**src/rtl/mac_result_drain.sv**
```systemverilog
`default_nettype none
// ============================================================================
// Module      : mac_result_drain
// Description : Snapshots the packed accumulator word of the precision-
//               scalable MAC on a capture strobe. It splits the word into its
//               per-lane sub-accumulators, sign-extends each lane to full
//               width and streams one lane per beat over valid/ready.
// Revision    : 1.0 - initial release
// ============================================================================
module mac_result_drain #(
  parameter  int W_WIDTH         = 8,
  parameter  int A_WIDTH         = 8,
  parameter  int PLUS_WIDTH      = 4,
  parameter  int CONFIG_AW_WIDTH = 1,
  localparam int BLOCK_NB        = 2 ** CONFIG_AW_WIDTH,
  localparam int Z_WIDTH         = W_WIDTH + A_WIDTH + BLOCK_NB * PLUS_WIDTH,
  localparam int LANE_IDX_WIDTH  = CONFIG_AW_WIDTH
) (
  input  logic                       clk,
  input  logic                       rst,        // async, active-low
  input  logic                       capture,
  input  logic [CONFIG_AW_WIDTH-1:0] config_aw,
  input  logic [Z_WIDTH-1:0]         z,
  output logic                       cap_ready,
  output logic                       r_valid,
  input  logic                       r_ready,
  output logic [Z_WIDTH-1:0]         r_data,
  output logic [LANE_IDX_WIDTH-1:0]  r_lane,
  output logic                       r_last,
  output logic                       overrun
);

  // log2 of the lane count; ranges 0..CONFIG_AW_WIDTH
  localparam int c_LG_W = $clog2(CONFIG_AW_WIDTH + 1);

  localparam logic [0:0] c_IDLE = 1'b0;
  localparam logic [0:0] c_SEND = 1'b1;

  logic [0:0]                r_state;
  logic [Z_WIDTH-1:0]        r_z;
  logic [c_LG_W-1:0]         r_lg;
  logic [LANE_IDX_WIDTH-1:0] r_cnt;
  logic                      r_ovr;

  logic                      w_send;
  logic                      w_is_last;
  logic                      w_accept;
  logic [c_LG_W-1:0]         w_cap_lg;
  logic [LANE_IDX_WIDTH-1:0] w_last_idx;
  logic [Z_WIDTH-1:0]        w_mode_lane [0:CONFIG_AW_WIDTH];

  // Clamp the requested lane count to the number of physical blocks
  always_comb begin
    w_cap_lg = c_LG_W'(CONFIG_AW_WIDTH);
    if (int'(config_aw) < CONFIG_AW_WIDTH) w_cap_lg = c_LG_W'(config_aw);
  end

  // Index of the final lane of the captured word: L-1
  always_comb begin
    w_last_idx = LANE_IDX_WIDTH'((32'd1 << r_lg) - 32'd1);
  end

  // One sign-extended candidate per precision mode, all from captured state
  for (genvar g = 0; g <= CONFIG_AW_WIDTH; g++) begin : g_mode
    localparam int LW = Z_WIDTH >> g;
    if (g == 0) begin : g_full
      assign w_mode_lane[g] = r_z;
    end else begin : g_split
      logic [LW-1:0] w_lane;
      assign w_lane         = LW'(r_z >> (LW * int'(r_cnt)));
      assign w_mode_lane[g] = {{(Z_WIDTH - LW){w_lane[LW-1]}}, w_lane};
    end
  end

  assign w_send    = (r_state == c_SEND);
  assign w_is_last = (r_cnt == w_last_idx);
  assign cap_ready = !w_send || (r_ready && w_is_last);
  assign w_accept  = capture && cap_ready;

  // Outputs are decoded from registered state only; quiet while idle
  assign r_valid = w_send;
  assign r_lane  = w_send ? r_cnt : '0;
  assign r_last  = w_send && w_is_last;
  assign r_data  = w_send ? w_mode_lane[r_lg] : '0;
  assign overrun = r_ovr;

  // Capture/stream state machine with lane counter
  always_ff @(posedge clk or negedge rst) begin
    if (!rst) begin
      r_state <= c_IDLE;
      r_z     <= '0;
      r_lg    <= '0;
      r_cnt   <= '0;
    end else if (w_accept) begin
      r_state <= c_SEND;
      r_z     <= z;
      r_lg    <= w_cap_lg;
      r_cnt   <= '0;
    end else if (w_send && r_ready) begin
      if (w_is_last) begin
        r_state <= c_IDLE;
        r_cnt   <= '0;
      end else begin
        r_cnt   <= r_cnt + 1'b1;
      end
    end
  end

  // Sticky flag for captures dropped while a word is still draining
  always_ff @(posedge clk or negedge rst) begin
    if (!rst) begin
      r_ovr <= 1'b0;
    end else if (capture && !cap_ready) begin
      r_ovr <= 1'b1;
    end
  end

endmodule
`default_nettype wire

```
**config.mk**
```make
export PLATFORM = sky130hd
export DESIGN_NAME = mac_result_drain
export DESIGN_NICKNAME = d
export VERILOG_FILES = /design/src/rtl/mac_result_drain.sv
export SDC_FILE = /design/constraint.sdc
export NUM_CORES = 1
export LEC_CHECK = 0
export CELL_PAD_IN_SITES_DETAIL_PLACEMENT = 1
export CELL_PAD_IN_SITES_GLOBAL_PLACEMENT = 2
export CORE_MARGIN = 4
export CORE_UTILIZATION = 28
export CTS_CLUSTER_DIAMETER = 150
export DETAILED_ROUTE_END_ITERATION = 10
export PLACE_DENSITY = 0.93
export SKIP_LAST_GASP = 1
export SLEW_MARGIN = 20
export SYNTH_ARGS = -nofsm -noshare
export SYNTH_HDL_FRONTEND = slang
export SYNTH_SLANG_ARGS = --single-unit
```
**constraint.sdc**
```tcl
create_clock -name clk -period 3.46 [get_ports clk]
set_input_delay 0.519 -clock clk [delete_from_list [all_inputs] [get_ports clk]]
set_output_delay 0.519 -clock clk [all_outputs]
set_load 0.005 [all_outputs]
```
---- After elaboration in Yosys (flattened, before gate mapping) ----
Cells that the tools add are included.
cells by class
  reduce and logical (&&, ||, !) cells .... 11
  equality and inequality tests ........... 1
  order comparisons ....................... 2
  shifts and indexed selects .............. 2
  add/sub/neg operators ................... 2
  multipliers ............................. 1
  bitwise operators ....................... 1
  multiplexer cells ....................... 12
operator list
  operator                                                            count
  24-bit 2-to-1 mux                                                   4
  24-bit by 5-bit right shift with 12-bit output                      1
  1-bit 2-to-1 mux                                                    8
  1-bit logical AND                                                   5
  2-bit nonzero test                                                  2
  2-bit by 1-bit multiplier with 3-bit output (first input constant)  1
  2-bit >= comparator (second input constant)                         1
  1-bit logical NOT                                                   2
  1-bit inverter with 2-bit output                                    1
  2-bit AND reduction                                                 1
  1-bit adder (second input constant)                                 1
  1-bit == test                                                       1
  1-bit logical OR                                                    1
  1-bit < comparator (second input constant)                          1
  1-bit by 1-bit left shift with 1-bit output (first input constant)  1
  1-bit subtractor (second input constant)                            1
word-level totals
  word-level logic and storage cells ...... 37
  register bits ........................... 28
  input port bits ......................... 29
  output and inout bits ................... 29

---- Logic depth before layout (Yosys ltp) ----
  depth in word-level cells ............... 8
  depth in mapped cells ................... 6

---- Worst setup path after synthesis ----
OpenSTA, ideal clock, no wires.
  path type ............................... register to output
  start ................................... register r_cnt
  end ..................................... output r_data[13]
  cell stages (with the launch flop) ...... 5
  path slack .............................. 1,768 ps
  data required time ...................... 2,941 ps
  buffers on the path ..................... 1
  arrival time ............................ 1,173 ps
  path through ............................ dfrtp_1 mux2_2 o21ai_0 buf_2 nor2_1
on the way
  word-level cells in the longest chain between the ends .. 6
RTL lines
  element                                               RTL line  text
  from (decl)                                           42        logic [LANE_IDX_WIDTH-1:0] r_cnt;
  from (signal assigned)                                104       r_cnt <= r_cnt + 1'b1;
  2-bit by 1-bit multiplier with 3-bit output           70        assign w_lane = LW'(r_z >> (LW * int'(r_cnt)));
  24-bit by 5-bit right shift with 12-bit output        70
  24-bit 2-to-1 mux (implied by the code) (3 in a row)  84        assign r_data = w_send ? w_mode_lane[r_lg] : '0;
  24-bit 2-to-1 mux                                     84
  to (decl)                                             27        output logic [Z_WIDTH-1:0] r_data,
No other way between the ends. The select of a mux whose other input is x is not followed.

---- Worst setup path in the final report ----
  start ................................... register r_lg
  end ..................................... output r_data[1]
on the way
  word-level cells in the longest chain between the ends .. 5
RTL lines
  element                                                 RTL line  text
  from (decl)                                             41        logic [c_LG_W-1:0] r_lg;
  from (signal assigned)                                  97        r_lg <= w_cap_lg;
  1-bit inverter with 2-bit output (implied by the code)  84
  24-bit 2-to-1 mux (implied by the code) (3 in a row)    84
  24-bit 2-to-1 mux                                       84
No other way between the ends. The select of a mux whose other input is x is not followed.

==> impl_metrics.csv <==
group,metric,value,unit
detailed_routing,drt-vias-per-instance,4.43,
synth,synth_top_area_share,45.7,%
sta,fmax,351,MHz
clock_network,cts-resized-gates,0,
critical_path,crit_chain,"and2_1 > nand2_1 > a21boi_0 > clkdlybuf4s50_1",
synth,synth.distinct_cells,20,
critical_path,path_buf_inv,1,
synth,synth-seq-area-share,45.7,%
die,rows,26,
synth,synth_edf_count,0,
sta,period_share,82.3,%
critical_path,required,2.94,ns
die,dieHeight,82.0,microns
sta,worst_clock_skew,0.00104,ns
sta,slew_violations,0,
clock_network,htreeDepth,1,
global_route,grt_usage,11.9,%
critical_path,r2r_end,"r_z[8]$_DFFE_PN0P_",
critical_path,critPathSlowestCell,"dfrtp_1",
global_route,antenna_found_initial,0,
hold_path,min_from,"overrun$_DFFE_PN0P_",
sta,fin_crit,2.85,ns
die,fp.dieW,82.0,microns
synth,syn-cell-area,1530,sq um
critical_path,cpPeakStageDelay,0.68,ns
critical_path,critPathArrivalTime,2.33,ns
place,place_ws,0.571,ns
sta,rsz0062_at_grt,"no",
place,dp_hpwl,3020,microns
pwr,p_leak,0.968,nW
global_route,grt_pass1_vias,1202,
critical_path,r2r_start,"r_lg$_DFFE_PN0P_",
synth,synth-main-ff-cell,"dfrtp_1",
sta,worst_slack,0.614,ns
cells_and_area,fin_nets,225,
cells_and_area,drive_gt1_share,16.6,%
detailed_routing,wl_per_cell,14.4,microns
detailed_routing,ant_nets,0,
clock_network,path_clk_slew,0.09,ns
global_route,grt_pass1_wl,6020,microns
cells_and_area,diodes,0,
synth,yosysWarnings,0,
synth,synthCells,139,
die,initial_core_util,29.5,%
pwr,powerDensity,941,nW/um^2
die,die_area,6730,sq um
synth,ys_ff_latch,28,
detailed_routing,dr.pass1.iters,4,
critical_path,critical_path_class,"flop to primary output",
synth,yosysTopAreaCell,"dfrtp_1",
clock_network,cts_max_path_buffers,2,
pwr,ir_drop,385,uV
clock_network,cts.sinks,28,
global_route,grt-ovfl-total,0,
synth,synthTopCellsByCount,"dfrtp_1, nand2_1, nor2_1, mux2_4, a21boi_0",
job,cap_violations,0,
synth,synth_area_per_cell,11.0,sq um
clock_network,cts_made_buffers,3,
hold_path,hp-class,"flop to flop",
clock_network,clock_latency,0.27,ns
critical_path,reg2reg_depth,4,
sta,hold-worst-slack,0.480,ns
critical_path,cp_top_family,"flip-flops",
critical_path,path_max_fanout,17,
hold_path,holdPathStages,1,
synth,async_flop_share,100,%
outcome,status,"finished clean",
global_route,grt_max_degree,29,
synth,netlist_top_cells_area,"dfrtp_1, mux2_4, nand2_1",
critical_path,startpoint_type,"flop",
place,io_buffers,57,
detailed_routing,drt_iter0_drc,53,
detailed_routing,drc,0,
sta,hold_violations,0,
sta,fin_setup_tns,0,ns
sta,setup_viol,0,
detailed_routing,drt_wl_total,3800,microns
critical_path,ff2ff_setup_slack,1.45,ns
clock_network,cts_tree,"done",
cells_and_area,syn_to_final_growth,42.1,%
sta,tightest_slew,0.738,ns
synth,syn-num-nets,169,
die,coreArea,5200,sq um
die,ios,58,
place,gp_congestion,0.731,
sta,max_slew_margin,50.5,%
detailed_routing,via_count,1165,
clock_network,cts_hold_buf,0,
clock_network,clockRootBuffer,"clkbuf_8",
hold_path,min_to,"overrun$_DFFE_PN0P_",
critical_path,critPathCaptureType,"primary output",
clock_network,cts_setup_buffers,0,
synth,yosysMostFrequentCell,"dfrtp_1",
[worst register-to-register path, stage by stage (launching register included)]
cell and delay (ns):
dfrtp_1 0.68, ha_1 0.36, a21bo_4 0.26, nand2_8 0.23
mux2_2 0.38
[through the flow]
stage	instance area, sq um	power, mW	instances	utilization [%]
finish	2180	2.05	263	41.9
global route	2180	2.22	263	41.9
CTS	2180	2.10	263	41.9
detailed placement	2140	1.91	260	41.1
global placement	2140	1.88	260	41.1
floorplan	1530	1.28	139	-
[routing by layer]
layer	GRT usage [%]	vias up	part of all wire (%)
met5	0	-	0
met4	2.99	0	0.40
met3	2.19	2	4.8
met2	20.6	27	49
met1	15.2	565	46
li1	-	571	-
[report_power, final]
group	total, mW	internal [mW]	switching [mW]
clock	0.175	0.0781	0.0966
combinational	1.22	0.804	0.419
sequential	0.654	0.486	0.168
total	2.05	1.37	0.683
[how the worst max path moves through the flow]
stage / from / end / cells past startpoint
final: r_lg$_DFFE_PN0P_ / r_data[1] / 4
after global routing: r_lg$_DFFE_PN0P_ / r_data[5] / 4
after global placement: r_lg$_DFFE_PN0P_ / r_data[17] / 4
after CTS: r_lg$_DFFE_PN0P_ / r_data[21] / 4
after detailed placement: r_lg$_DFFE_PN0P_ / r_data[21] / 4
after floorplan: r_cnt$_DFFE_PN0P_ / r_data[13] / 4
[area by class of cell]
| class | instances | area, sq um |
|---|---|---|
| clock buffers | 3 | 41.3 |
| fillers | 604 | 3030 |
| inverters | 3 | 11.3 |
| multi-input cells | 101 | 761 |
| flip-flops and latches | 28 | 701 |
| well taps | 70 | 87.6 |
| repair buffers | 58 | 578 |
[cell families after synthesis]
| logic type | after synthesis | share of synthesized area, % |
|---|---|---|
| compound gates | 19 | 9.54 |
| fa+ha+maj | 1 | 0.816 |
| buf+inv | 10 | 4.73 |
| flops | 28 | 45.7 |
| mux | 26 | 24.0 |
| simple gates | 55 | 15.3 |
[sequential cells by signal, indices dropped and copies added (netlist names)]
name     count
r_cnt        1
overrun      1
r_lg         1
r_z         24
r_valid      1
[layout by cell type, fill, tap and decap left out, types with 3 or more instances in the layout]
cell	count
nor2_1	22
mux2_4	20
nand2_1	27
inv_1	3
a21boi_0	13
clkbuf_8	3
mux2_2	6
clkdlybuf4s50_1	57
dfrtp_1	28
and2_1	3
Note: power is estimated with default switching activity, not from simulation.
